===== src/rtl/lsu_wb.sv =====
// Load/store and writeback sequencer: runs one data-memory req/ack transaction and one register-file write per start.
// Optional REQ timeout with a sticky err flag is enabled by defining LSU_WB_TIMEOUT_EN.
module lsu_wb #(
    parameter int unsigned TIMEOUT_CYCLES = 16
) (
    input  logic        clk,
    input  logic        rst,
    input  logic        start,
    input  logic        is_l_instr,
    input  logic        is_s_instr,
    input  logic        wr_en,
    input  logic [4:0]  rd,
    input  logic [31:0] alu_result,
    input  logic [11:0] alu_mem_addr,
    output logic        busy,
    output logic        done,
    output logic        dmem_req,
    output logic        dmem_we,
    output logic [11:0] dmem_addr,
    output logic [31:0] dmem_wdata,
    input  logic        dmem_ack,
    input  logic [31:0] dmem_rdata,
    output logic        rf_we,
    output logic [4:0]  rf_waddr,
    output logic [31:0] rf_wdata,
    output logic        err,
    output logic [1:0]  dbg_state
);

    typedef enum logic [1:0] {
        S_IDLE = 2'd0,
        S_REQ  = 2'd1,
        S_WB   = 2'd2,
        S_DONE = 2'd3
    } state_t;

    if (TIMEOUT_CYCLES < 1 || TIMEOUT_CYCLES > 255) begin : g_bad_timeout
        $error("lsu_wb: TIMEOUT_CYCLES must be in 1..255");
    end

    state_t      state_q, state_d;
    logic [4:0]  rd_q, rd_d;
    logic [31:0] data_q, data_d;
    logic [11:0] addr_q, addr_d;
    logic        we_q, we_d;

    logic        busy_q, busy_d;
    logic        done_q, done_d;
    logic        req_q, req_d;
    logic        mwe_q, mwe_d;
    logic [11:0] maddr_q, maddr_d;
    logic [31:0] mwdata_q, mwdata_d;
    logic        rfwe_q, rfwe_d;
    logic [4:0]  rfwaddr_q, rfwaddr_d;
    logic [31:0] rfwdata_q, rfwdata_d;
    logic        err_q, err_d;

`ifdef LSU_WB_TIMEOUT_EN
    logic [7:0]  cnt_q, cnt_d;
    localparam logic [7:0] TO_LIMIT = 8'(TIMEOUT_CYCLES);
`endif

    always_comb begin
        state_d = state_q;
        rd_d    = rd_q;
        data_d  = data_q;
        addr_d  = addr_q;
        we_d    = we_q;
        err_d   = err_q;
`ifdef LSU_WB_TIMEOUT_EN
        cnt_d   = cnt_q;
`endif
        case (state_q)
            S_IDLE: begin
                if (start) begin
                    rd_d   = rd;
                    data_d = alu_result;
                    addr_d = alu_mem_addr;
                    err_d  = 1'b0;
`ifdef LSU_WB_TIMEOUT_EN
                    cnt_d  = 8'd0;
`endif
                    // Load takes priority when both class bits are set.
                    if (is_l_instr) begin
                        we_d    = 1'b0;
                        state_d = S_REQ;
                    end else if (is_s_instr) begin
                        we_d    = 1'b1;
                        state_d = S_REQ;
                    end else if (wr_en) begin
                        we_d    = 1'b0;
                        state_d = S_WB;
                    end else begin
                        we_d    = 1'b0;
                        state_d = S_DONE;
                    end
                end
            end
            S_REQ: begin
                if (dmem_ack) begin
                    if (we_q) begin
                        state_d = S_DONE;
                    end else begin
                        data_d  = dmem_rdata;
                        state_d = S_WB;
                    end
                end else begin
`ifdef LSU_WB_TIMEOUT_EN
                    cnt_d = cnt_q + 8'd1;
                    if (cnt_q + 8'd1 == TO_LIMIT) begin
                        err_d   = 1'b1;
                        state_d = S_DONE;
                    end
`endif
                end
            end
            S_WB:    state_d = S_DONE;
            default: state_d = S_IDLE;
        endcase

        // Outputs are registered from the next-state view so they line up with the state they describe.
        busy_d    = (state_d != S_IDLE);
        done_d    = (state_d == S_DONE);
        req_d     = (state_d == S_REQ);
        mwe_d     = (state_d == S_REQ) && we_d;
        maddr_d   = (state_d == S_REQ) ? addr_d : 12'd0;
        mwdata_d  = ((state_d == S_REQ) && we_d) ? data_d : 32'd0;
        rfwe_d    = (state_d == S_WB) && (rd_d != 5'd0);
        rfwaddr_d = (state_d == S_WB) ? rd_d : 5'd0;
        rfwdata_d = (state_d == S_WB) ? data_d : 32'd0;
    end

    always_ff @(posedge clk or posedge rst) begin
        if (rst) begin
            state_q   <= S_IDLE;
            rd_q      <= '0;
            data_q    <= '0;
            addr_q    <= '0;
            we_q      <= 1'b0;
            busy_q    <= 1'b0;
            done_q    <= 1'b0;
            req_q     <= 1'b0;
            mwe_q     <= 1'b0;
            maddr_q   <= '0;
            mwdata_q  <= '0;
            rfwe_q    <= 1'b0;
            rfwaddr_q <= '0;
            rfwdata_q <= '0;
            err_q     <= 1'b0;
`ifdef LSU_WB_TIMEOUT_EN
            cnt_q     <= '0;
`endif
        end else begin
            state_q   <= state_d;
            rd_q      <= rd_d;
            data_q    <= data_d;
            addr_q    <= addr_d;
            we_q      <= we_d;
            busy_q    <= busy_d;
            done_q    <= done_d;
            req_q     <= req_d;
            mwe_q     <= mwe_d;
            maddr_q   <= maddr_d;
            mwdata_q  <= mwdata_d;
            rfwe_q    <= rfwe_d;
            rfwaddr_q <= rfwaddr_d;
            rfwdata_q <= rfwdata_d;
            err_q     <= err_d;
`ifdef LSU_WB_TIMEOUT_EN
            cnt_q     <= cnt_d;
`endif
        end
    end

    assign busy       = busy_q;
    assign done       = done_q;
    assign dmem_req   = req_q;
    assign dmem_we    = mwe_q;
    assign dmem_addr  = maddr_q;
    assign dmem_wdata = mwdata_q;
    assign rf_we      = rfwe_q;
    assign rf_waddr   = rfwaddr_q;
    assign rf_wdata   = rfwdata_q;
    assign dbg_state  = state_q;
`ifdef LSU_WB_TIMEOUT_EN
    assign err        = err_q;
`else
    assign err        = 1'b0;
`endif

endmodule


===== config.mk =====
export PLATFORM = sky130hd
export DESIGN_NAME = lsu_wb
export DESIGN_NICKNAME = d
export VERILOG_FILES = /design/src/rtl/lsu_wb.sv
export SDC_FILE = /design/constraint.sdc
export NUM_CORES = 1
export LEC_CHECK = 0
export BUFFER_PORTS_ARGS = -buffer_cell sky130_fd_sc_hd__buf_2
export CAP_MARGIN = 20
export CORE_MARGIN = 5
export CORE_UTILIZATION = 45
export CTS_CLUSTER_SIZE = 30
export DETAILED_ROUTE_END_ITERATION = 8
export PLACE_DENSITY = 0.75
export SYNTH_ARGS = -nofsm -noshare
export SYNTH_HDL_FRONTEND = slang
export SYNTH_SLANG_ARGS = --single-unit

===== constraint.sdc =====
create_clock -name clk -period 4.23 [get_ports clk]
set_input_delay 0.423 -clock clk [delete_from_list [all_inputs] [get_ports clk]]
set_output_delay 0.423 -clock clk [all_outputs]
set_load 0.01 [all_outputs]

==> key figures, run 1 <==
Outcome
  – Status: completed

Synth
  – Cell area after synthesis: 0.005355 mm²
  – Mean Syn Cell Area: ~13 µm²
  – Leading cell types by count after synthesis: dfrtp_1, nand2_1, a22oi_1, nand3_1, a211oi_1
  – Syn Inst Count: 400
  – Ys async rst share: 100.0%
  – Post-synthesis sequential area ratio: 64.49%
  – Count leader, synth: dfrtp_1
  – Synth Register Bits: 138
  – Synth Warn #: 0
  – Synth top area cells: dfrtp_1, a22oi_1, a2111oi_2, a211oi_1, a2111oi_1
  – Syn Nets: between 400 and 500
  – Top-area cell type share of the netlist area: between 60 and 70%
  – EDFF count, synth: 0
  – Cell taking the most area after synthesis: dfrtp_1
  – Library cells used by synthesis: 31
  – Post-synth top flop: dfrtp_1

Floorplanning
  – Top Ports: 177
  – Die width: 119.1 µm
  – Rows: 39
  – Initial Utilization: 46.31%
  – Die Height: 119.1 µm
  – Core ar.: 0.01156 mm²
  – Die area: 0.01418 mm²

Flow run
  – Max-cap viol count: 0

Global route
  – Initial antenna violation count: 0
  – Total global routing overflow: 0
  – Largest net degree at the start of global routing: 72
  – Number of global-route vias before repair: 4330
  – Total track usage: 19.66%
  – First-pass GRT wire length: ~22 mm

Worst setup path
  – Crit path capture: dmem_wdata[6]
  – Crit. End Element: flop
  – WP data required: about 4.5 ns
  – R2r endpoint: dmem_wdata[6]
  – Critical path's top delay family: simple AND/OR/NAND/NOR gates
  – FF-to-FF Start: dbg_state[0]
  – Crit-path max FO: 18
  – Startpoint Class: flop
  – Slowest stage cell, crit path: nor4bb_4
  – Critical Path Stages: 4
  – Slack of the worst reg-to-reg path: 1.64 ns
  – Ordered list of cells on the worst path: nor4bb_4 > buf_4 > a22oi_1 > a2111oi_1
  – Critical path type: reg -> reg
  – CP startpoint: dbg_state[0]
  – CP max stage delay: between 0.9 and 1 ns
  – R2R cell count: 4
  – Worst path bufs/invs: 1
  – WP data arrival: 2.85 ns

Power and ir drop
  – Peak supply drop: around 0.36 mV
  – Switch Pwr: 2.000 mW
  – Sw Ratio: 36.65%
  – LEAKAGE: 3.528 nW
  – Overall power: 5.458 mW
  – Comb power frac: 36.1%
  – Clock group share of total power: 27.9%
  – Internal power: around 3.5 mW
  – Sequential Power Share: 36.0%
  – Pwr Density: 785.7 mW/mm²

Timing
  – Fmax: 0.3855 GHz
  – Final hold viol count: 0
  – Pin slew with the least headroom to its limit: 1.051 ns
  – Slew Viols, Final: 0
  – Min cycle time layout: 2.594 ns
  – Slew margin rel.: between 20 and 30%
  – Final WS setup: 1.636 ns
  – Hold WS: 0.1829 ns
  – Setup TNS: 0 ns
  – RSZ-0062 raised after global routing: no
  – Period utilization: 61.33%
  – Max Clock Skew: between 0.006 and 0.007 ns
  – Setup violations, final: 0

Place
  – Port bufs: 175
  – Global placement routability congestion: 0.7964
  – Placement Setup Slack: 1.528 ns
  – Placed instance count: 687
  – Dpl hpwl: 9.037 mm
  – Placed inst area: 0.006337 mm²

Final layout
  – ANT cells: 0
  – Layout cell share with drive strength beyond 1: 44.35%
  – Area of the multi-input gates: 0.001712 mm²
  – FF+latch area: 0.003453 mm²
  – Finished Core Util: 60.07%
  – Layout fillers: 918
  – Area delta synth->final: 29.72%
  – Fin area: just under 0.007 mm²
  – # nets final: 651
  – Fin cells: around 700

Drt
  – Post-route ant nets: 0
  – Vias per inst: 5.508
  – DRC Markers: 0
  – TritonRoute pass-1 iters: 4
  – DR WL/cell: 18.82 µm
  – Drt total wl: approximately 14 mm
  – Vias: 3955
  – Initial DRC count: around 200

Clocking
  – CTS tree: yes
  – Worst skew pair latency: 0.41 ns
  – CTS H-tree lvls: 4
  – Post-cts sizing count: 0
  – Clk sink count: 138
  – Max Root-Sink Buffers: 2
  – Root buf cell: clkbuf_16
  – Setup Fix Bufs, Post-CTS: 0
  – CTS Buf Count: 17
  – Clk slew on worst S/H paths: 0.05 ns
  – Cts hold-fix bufs: 0

Hold path
  – Hold Path Class: in -> async
-- power groups by stage --
stage | clock network [mW] | logic [mW] | registers (mW)
after floorplan | 0 | 1.27 | 2.06
after global placement | 0 | 1.89 | 1.98
after detailed placement | 0 | 1.98 | 1.99
after CTS | 1.54 | 1.99 | 1.97
after global routing | 1.61 | 2.15 | 2.01
final | 1.52 | 1.97 | 1.97
-- state kept, by name, indices dropped and copies added, names as in the netlist --
register    cells
dmem_we         1
busy            1
rf_wdata       32
dmem_req        1
done            1
rf_we           1
data_q         32
dbg_state       2
dmem_wdata     32
rd_q            5
dmem_addr      12
rf_waddr        5
we_q            1
addr_q         12
-- how the worst min path moves through the flow --
stage | to | slack, ns | start
global placement | addr_q[0] | 0.48 | addr_q[0]
global route | addr_q[1] | 0.24 | alu_mem_addr[1]
floorplan | rd_q[0] | 0.47 | rd_q[0]
finish | dmem_addr[1] | 0.18 | rst
CTS | addr_q[3] | 0.20 | rst
detailed placement | addr_q[7] | 0.48 | addr_q[7]
-- routing by layer --
layer  vias up  wire, µm  share of wire [%]  global-route usage [%]
met5         -         0                  0                       0
met4         0       379                2.8                   9.703
met3        29       848                6.3                   5.545
met2       151      7129                 53                   34.16
met1      1945      5153                 38                   22.23
li1       1830         -                  -                       -
-- placed cells by master, fill, tap and decap left out, drive strengths merged, types with 2 or more instances in the layout --
cell type,Yosys,final
nor3,5,5
nor2,3,3
or3b,2,2
nor2b,4,4
bufinv,0,4
mux2,16,16
clkbuf,15,22
nand3,32,32
mux2i,3,3
a211oi,32,32
nand2,33,33
a221oi,2,2
a2111oi,32,32
inv,6,6
a22oi,32,32
and3,15,15
dfrtp,138,138
clkinv,0,5
buf,24,183
-- worst reg2reg max path, cell delays in order, from the launching register on --
cell and delay, ns:
dfrtp_1 0.48, nor4bb_4 0.98, buf_4 0.37, a22oi_1 0.14, a2111oi_1 0.47
-- final cells by class --
type / instances / share of cell area [%]
timing repair buffer: 183 / 13.94
inverter: 6 / 0.3602
tap: 143 / 2.576
multi-input combinational: 217 / 24.64
clock buffer: 22 / 6.682
sequential: 138 / 49.71
clock inverter: 9 / 2.089
-- cell families (layout without fill, tap and decap cells) --
logic type,count (synthesis),after routing,share of synthesized area [%]
muxes,19,19,3.925
DFF,138,138,64.49
buffers and inverters,45,220,4.276
other,1,1,0.07003
AOI/OAI and AO/OA,99,99,17.85
and+or+nand+nor,98,98,9.392
No activity file was read; power rests on OpenSTA's default activity.
==> run 2: changes to the inputs <==
- CORE_UTILIZATION: 45 -> 50
- PLACE_DENSITY: 0.75 -> 0.79
- clock period: 4.23 -> 2.7 ns (I/O delays scaled with it)
==> key figures, run 2 (synthesis gave the netlist of run 1 again) <==
Clocking
  – Clk slew on worst S/H paths: 0.06 ns (about the same)
  – Setup Fix Bufs, Post-CTS: 0 (unchanged)
  – CTS H-tree lvls: 4 (unchanged)
  – Post-cts sizing count: 0 (unchanged)
  – Root buf cell: clkbuf_8
  – Max Root-Sink Buffers: 2 (unchanged)
  – Worst skew pair latency: 0.52 ns (+0.11 ns)
  – Clk sink count: 138 (unchanged)
  – Cts hold-fix bufs: 14 (+14)
  – CTS tree: yes
  – CTS Buf Count: 17 (unchanged)

Hold path
  – Hold Path Class: in -> reg
  – WHS Path Cells: 2
  – HP Start: alu_mem_addr[0]
  – Min-Delay Endpoint: addr_q[0]

Worst setup path
  – R2r endpoint: dmem_addr[7]
  – Slowest stage cell, crit path: inv_2
  – R2R cell count: 4 (unchanged)
  – Critical path type: reg -> reg
  – Crit. End Element: flop
  – WP data arrival: 2.59 ns (-0.26 ns)
  – Slack of the worst reg-to-reg path: 0.56 ns (-1.08 ns)
  – CP max stage delay: 0.72 ns (-0.26 ns)
  – Critical path's top delay family: buffers and inverters
  – FF-to-FF Start: dbg_state[0]
  – WP data required: 3.15 ns (-1.34 ns)
  – Startpoint Class: flop
  – Ordered list of cells on the worst path: nor2b_1 > a221oi_4 > inv_2 > and3_1
  – Crit-path max FO: 48 (+30)
  – Worst path bufs/invs: 1 (unchanged)

Timing
  – Pin slew with the least headroom to its limit: 0.9657 ns (-0.08493 ns)
  – Min cycle time layout: 2.143 ns (-0.4513 ns)
  – Setup violations, final: 0 (unchanged)
  – Fmax: 0.4666 GHz (+21%)
  – Setup TNS: 0 ns (unchanged)
  – Slew Viols, Final: 0 (unchanged)
  – Final hold viol count: 0 (unchanged)
  – Period utilization: 79.37% (+18 points)
  – RSZ-0062 raised after global routing: no
  – Slew margin rel.: 35.53% (+5.7 points)
  – Max Clock Skew: 0.007315 ns (+0.001020 ns)

Flow run
  – Max-cap viol count: 0 (unchanged)

Drt
  – DRC Markers: 0 (unchanged)
  – Vias per inst: 5.619 (+2.0%)
  – DR WL/cell: 19.46 µm (+3.4%)
  – Drt total wl: 14.29 mm (+5.7%)
  – TritonRoute pass-1 iters: 4 (unchanged)
  – Initial DRC count: 232 (+13%)
  – Vias: 4124 (+4.3%)
  – Post-route ant nets: 0 (unchanged)

Final layout
  – # nets final: 673 (+3.4%)
  – Finished Core Util: 68.99% (+8.9 points)
  – ANT cells: 0 (unchanged)
  – Commonest non-fill, non-tap cell in the layout: buf_2
  – Layout cell share with drive strength beyond 1: 44.48% (+0.13 points)
  – Layout fillers: 730 (-20%)
  – Commonest non-fill, non-tap cells in the layout: buf_2, dfrtp_1, nand2_1
  – Area delta synth->final: 33.60%

Power and ir drop
  – Pwr Density: 1218 mW/mm² (+55%)
  – Peak supply drop: 0.6083 mV (+69%)
  – LEAKAGE: 3.619 nW (+2.6%)

Floorplanning
  – Die area: 0.01288 mm² (-9.2%)
  – Rows: 37 (-5.1%)
  – Top Ports: 177 (unchanged)
  – Die width: 113.5 µm (-4.7%)
  – Initial Utilization: 51.64% (+5.3 points)
  – Core ar.: 0.01037 mm² (-10%)
  – Die Height: 113.5 µm (-4.7%)

Global route
  – Number of global-route vias before repair: 4575 (+5.7%)
  – Total track usage: 23.11% (+3.4 points)
  – Largest net degree at the start of global routing: 51 (-29%)
  – Initial antenna violation count: 0 (unchanged)
  – First-pass GRT wire length: 23.14 mm (+4.9%)
  – Total global routing overflow: 0 (unchanged)

Place
  – Global placement routability congestion: 0.7600 (-4.6%)
  – Dpl hpwl: 9.139 mm (+1.1%)
  – Port bufs: 175 (unchanged)

Outcome
  – Status: completed
==> run 2: cell count changes in the layout (fill, tap and decap cells not counted), moves of 2 or more <==
cell	before	now
buf_4	6	14
clkinvlp_4	0	2
dlygate4sd3_1	0	14
clkbuf_8	2	4
clkinv_2	5	2
clkinv_4	0	2
==> run 2: routing by layer <==
metal,vias to the layer above,GRT usage [%],share of wire (%)
li1,1872,-,-
met1,2048,26.75,39
met2,167,40.24,52
met3,37,5.146,6.5
met4,0,11.78,3.2
met5,-,0,0
==> run 2: per-stage QoR <==
step | area (µm²) | power [mW] | std cells | setup WS (ns) | hold WS, ns
final | 7154 | 8.714 | 734 | 0.5570 | 0.01968
after global routing | 7154 | 9.197 | 734 | 0.4175 | 0.008046
after CTS | 7154 | 8.779 | 734 | 0.5651 | 0.0008862
after detailed placement | 6387 | 6.293 | 688 | 0.5610 | 0.4810
after global placement | 6387 | 6.130 | 688 | 0.6992 | 0.4759
after floorplan | 5359 | 5.226 | 400 | 0.7089 | 0.4313
==> run 2: final cells by class <==
class | instances | area [µm²] | area share, %
Clock buffer | 22 | 462.9 | 6.471
Clock inverter | 10 | 163.9 | 2.291
Inverter | 6 | 26.28 | 0.3673
Multi-Input combinational cell | 217 | 1717 | 23.99
Sequential cell | 138 | 3453 | 48.27
Tap cell | 136 | 170.2 | 2.378
Timing Repair Buffer | 205 | 1161 | 16.23
==> run 2: where the power goes <==
part           switching, mW  total, mW  internal [mW]  leakage [nW]
Sequential             0.257       3.07           2.81          1.80
Clock                  0.841       2.42           1.58         0.306
Combinational           2.15       3.23           1.08          1.51
==> run 2: worst max-delay path by stage <==
stage	depth (start not counted)	end	slack, ns	startpoint
6_report	4	dmem_addr[7]	0.56	dbg_state[0]
5_1_grt	4	dmem_addr[7]	0.42	dbg_state[0]
4_1_cts	4	dmem_addr[7]	0.57	dbg_state[0]
3_5_place_dp	4	dmem_addr[1]	0.56	dbg_state[0]
3_3_place_gp	4	dmem_addr[8]	0.70	dbg_state[0]
2_1_floorplan	1	addr_q[0]	0.71	rst
==> run 3: changes to the inputs <==
- clock period: 2.7 -> 2.1 ns (I/O delays scaled with it)
==> key figures, run 3 (synthesis gave the netlist of run 1 again) <==
Outcome
  – Status: completed

Timing
  – Setup violations, final: 0 (unchanged)
  – Pin slew with the least headroom to its limit: 0.5320 ns (-0.4337 ns)
  – Final WS setup: 0.09503 ns (-0.4619 ns)
  – Fmax: 0.4988 GHz (+6.9%)
  – Final hold viol count: 0 (unchanged)
  – Setup TNS: 0 ns (unchanged)
  – RSZ-0062 raised after global routing: no
  – Slew margin rel.: 64.53% (+29 points)
  – Min cycle time layout: 2.005 ns (-0.1381 ns)
  – Slew Viols, Final: 0 (unchanged)
  – Max Clock Skew: 0.008120 ns (+0.0008058 ns)
  – Period utilization: 95.47% (+16 points)

Place
  – Dpl hpwl: 9.540 mm (+4.4%)
  – Port bufs: 175 (unchanged)
  – Global placement routability congestion: 0.7729 (+1.7%)
  – Placement Setup Slack: 0.1636 ns (-0.3974 ns)

Worst setup path
  – Worst path bufs/invs: 2 (+1)
  – WP data required: 2.54 ns (-0.61 ns)
  – Critical path type: reg -> reg
  – Slowest stage cell, crit path: dlygate4sd3_1
  – WP data arrival: 2.44 ns (-0.15 ns)
  – Ordered list of cells on the worst path: nor4bb_4 > buf_12 > a22oi_1 > dlygate4sd3_1 > nand2_1
  – Startpoint Class: flop
  – Critical Path Stages: 5 (+1)
  – FF-to-FF Start: we_q
  – Crit-path max FO: 22 (-54%)
  – CP max stage delay: 0.60 ns (-0.12 ns)
  – Slack of the worst reg-to-reg path: 0.1 ns (-0.46 ns)
  – R2r endpoint: data_q[18]
  – R2R cell count: 5 (+1)
  – Crit. End Element: flop
  – Critical path's top delay family: buffers and inverters

Power and ir drop
  – Comb power frac: 39.4% (+2.3 points)
  – Sw Ratio: 37.23% (about the same)
  – LEAKAGE: 3.779 nW (+4.4%)
  – Clock group share of total power: 26.7% (-1.1 points)
  – Pwr Density: 1523 mW/mm² (+25%)
  – Internal power: 7.319 mW (+34%)
  – Sequential Power Share: 33.9% (-1.3 points)
  – Peak supply drop: 0.7690 mV (+26%)
  – Switch Pwr: 4.341 mW (+34%)

Clocking
  – CTS H-tree lvls: 4 (unchanged)
  – Root buf cell: clkbuf_8
  – CTS Buf Count: 17 (unchanged)
  – Clk sink count: 138 (unchanged)
  – Clk slew on worst S/H paths: 0.06 ns (about the same)
  – CTS tree: yes
  – Worst skew pair latency: 0.50 ns (-0.02 ns)
  – Max Root-Sink Buffers: 2 (unchanged)

Floorplanning
  – Initial Utilization: 51.64% (unchanged)
  – Die Height: 113.5 µm (unchanged)
  – Core ar.: 0.01037 mm² (unchanged)
  – Rows: 37 (unchanged)
  – Die area: 0.01288 mm² (unchanged)
  – Die width: 113.5 µm (unchanged)
  – Top Ports: 177 (unchanged)

Global route
  – GR Util met2: 43.66% (+3.4 points)
  – Total global routing overflow: 0 (unchanged)
  – Met1 Track Usage GR: 28.68% (+1.9 points)
  – Largest net degree at the start of global routing: 103 (+100%)
  – First-pass GRT wire length: 24.49 mm (+5.8%)
  – GR Util met3: 4.934% (-0.21 points)
  – Number of global-route vias before repair: 4716 (+3.1%)
  – Initial antenna violation count: 0 (unchanged)
  – Total track usage: 24.39% (+1.3 points)
  – Most Crowded Layer GR: met2

Flow run
  – Max-cap viol count: 0 (unchanged)

Hold path
  – Min-Delay Endpoint: data_q[17]
  – WHS Path Cells: 3 (+1)
  – Hold Path Class: in -> reg
  – HP Start: dmem_rdata[17]

Drt
  – Post-route ant nets: 0 (unchanged)
  – DRC Markers: 0 (unchanged)
  – TritonRoute pass-1 iters: 5 (+1)
  – Vias per inst: 5.533 (-1.5%)
  – Vias: 4316 (+4.7%)
  – DR WL/cell: 19.44 µm (-0.11%)
  – Initial DRC count: 151 (-35%)
  – Drt total wl: 15.16 mm (+6.1%)

Final layout
  – ANT cells: 0 (unchanged)
  – Commonest non-fill, non-tap cells in the layout: buf_2, dfrtp_1, dlygate4sd3_1
  – Layout cell share with drive strength beyond 1: 42.70% (-1.8 points)
  – Layout fillers: 680 (-6.8%)
  – Area delta synth->final: 42.94%
  – # nets final: 719 (+6.8%)
  – Commonest non-fill, non-tap cell in the layout: buf_2
## run 3: final cells by class
type                            instances  area, µm²  share of cell area, %
Multi-Input combinational cell        217       1722                  22.49
Inverter                                6      26.28                 0.3432
Clock buffer                           19      431.7                  5.639
Tap cell                              136      170.2                  2.223
Clock inverter                         13      190.2                  2.484
Sequential cell                       138       3456                  45.15
Timing Repair Buffer                  251       1659                  21.67
## run 3: power groups by stage
stage               sequential, mW  combinational, mW  clock [mW]
global route                  4.05               4.96        3.27
CTS                           3.95               4.56        3.16
floorplan                     4.16               2.56           0
detailed placement            3.99               4.32           0
finish                        3.95               4.59        3.12
global placement              3.95               4.16           0
## run 3: timing repair
action	CTS	global route
hold endpoints to repair	174	0
hold buffers	55	0
setup endpoints to repair	0	20
gates resized for setup	0	3
setup buffers	0	0
## run 3: per-stage QoR
stage / hold slack, ns / instances / utilization, % / instance area, µm² / power (mW)
2_1_floorplan: 0.3713 / 400 / - / 5359 / 6.719
3_3_place_gp: 0.3866 / 693 / 62.44 / 6475 / 8.113
3_5_place_dp: 0.4030 / 693 / 62.44 / 6475 / 8.304
4_1_cts: 0.0007068 / 780 / 73.75 / 7647 / 11.67
5_1_grt: 0.02450 / 780 / 73.82 / 7655 / 12.29
6_report: 0.02833 / 780 / 73.82 / 7655 / 11.66
## run 3: metal layers
| metal | part of all wire (%) | vias to the layer above |
|---|---|---|
| li1 | - | 1961 |
| met1 | 38 | 2165 |
| met2 | 54 | 172 |
| met3 | 6.1 | 18 |
| met4 | 1.8 | 0 |
| met5 | 0 | - |
## run 3: worst max-delay path by stage
stage,startpoint,end
6_report,we_q,data_q[18]
5_1_grt,we_q,data_q[9]
4_1_cts,dbg_state[0],data_q[22]
3_5_place_dp,dbg_state[0],dmem_wdata[9]
3_3_place_gp,dbg_state[0],rf_waddr[1]
2_1_floorplan,rst,addr_q[0]
## run 3: tightest hold or removal path, stage by stage
cell and delay (ns):
buf_2 0.08, a22oi_1 0.11, nand2_1 0.09
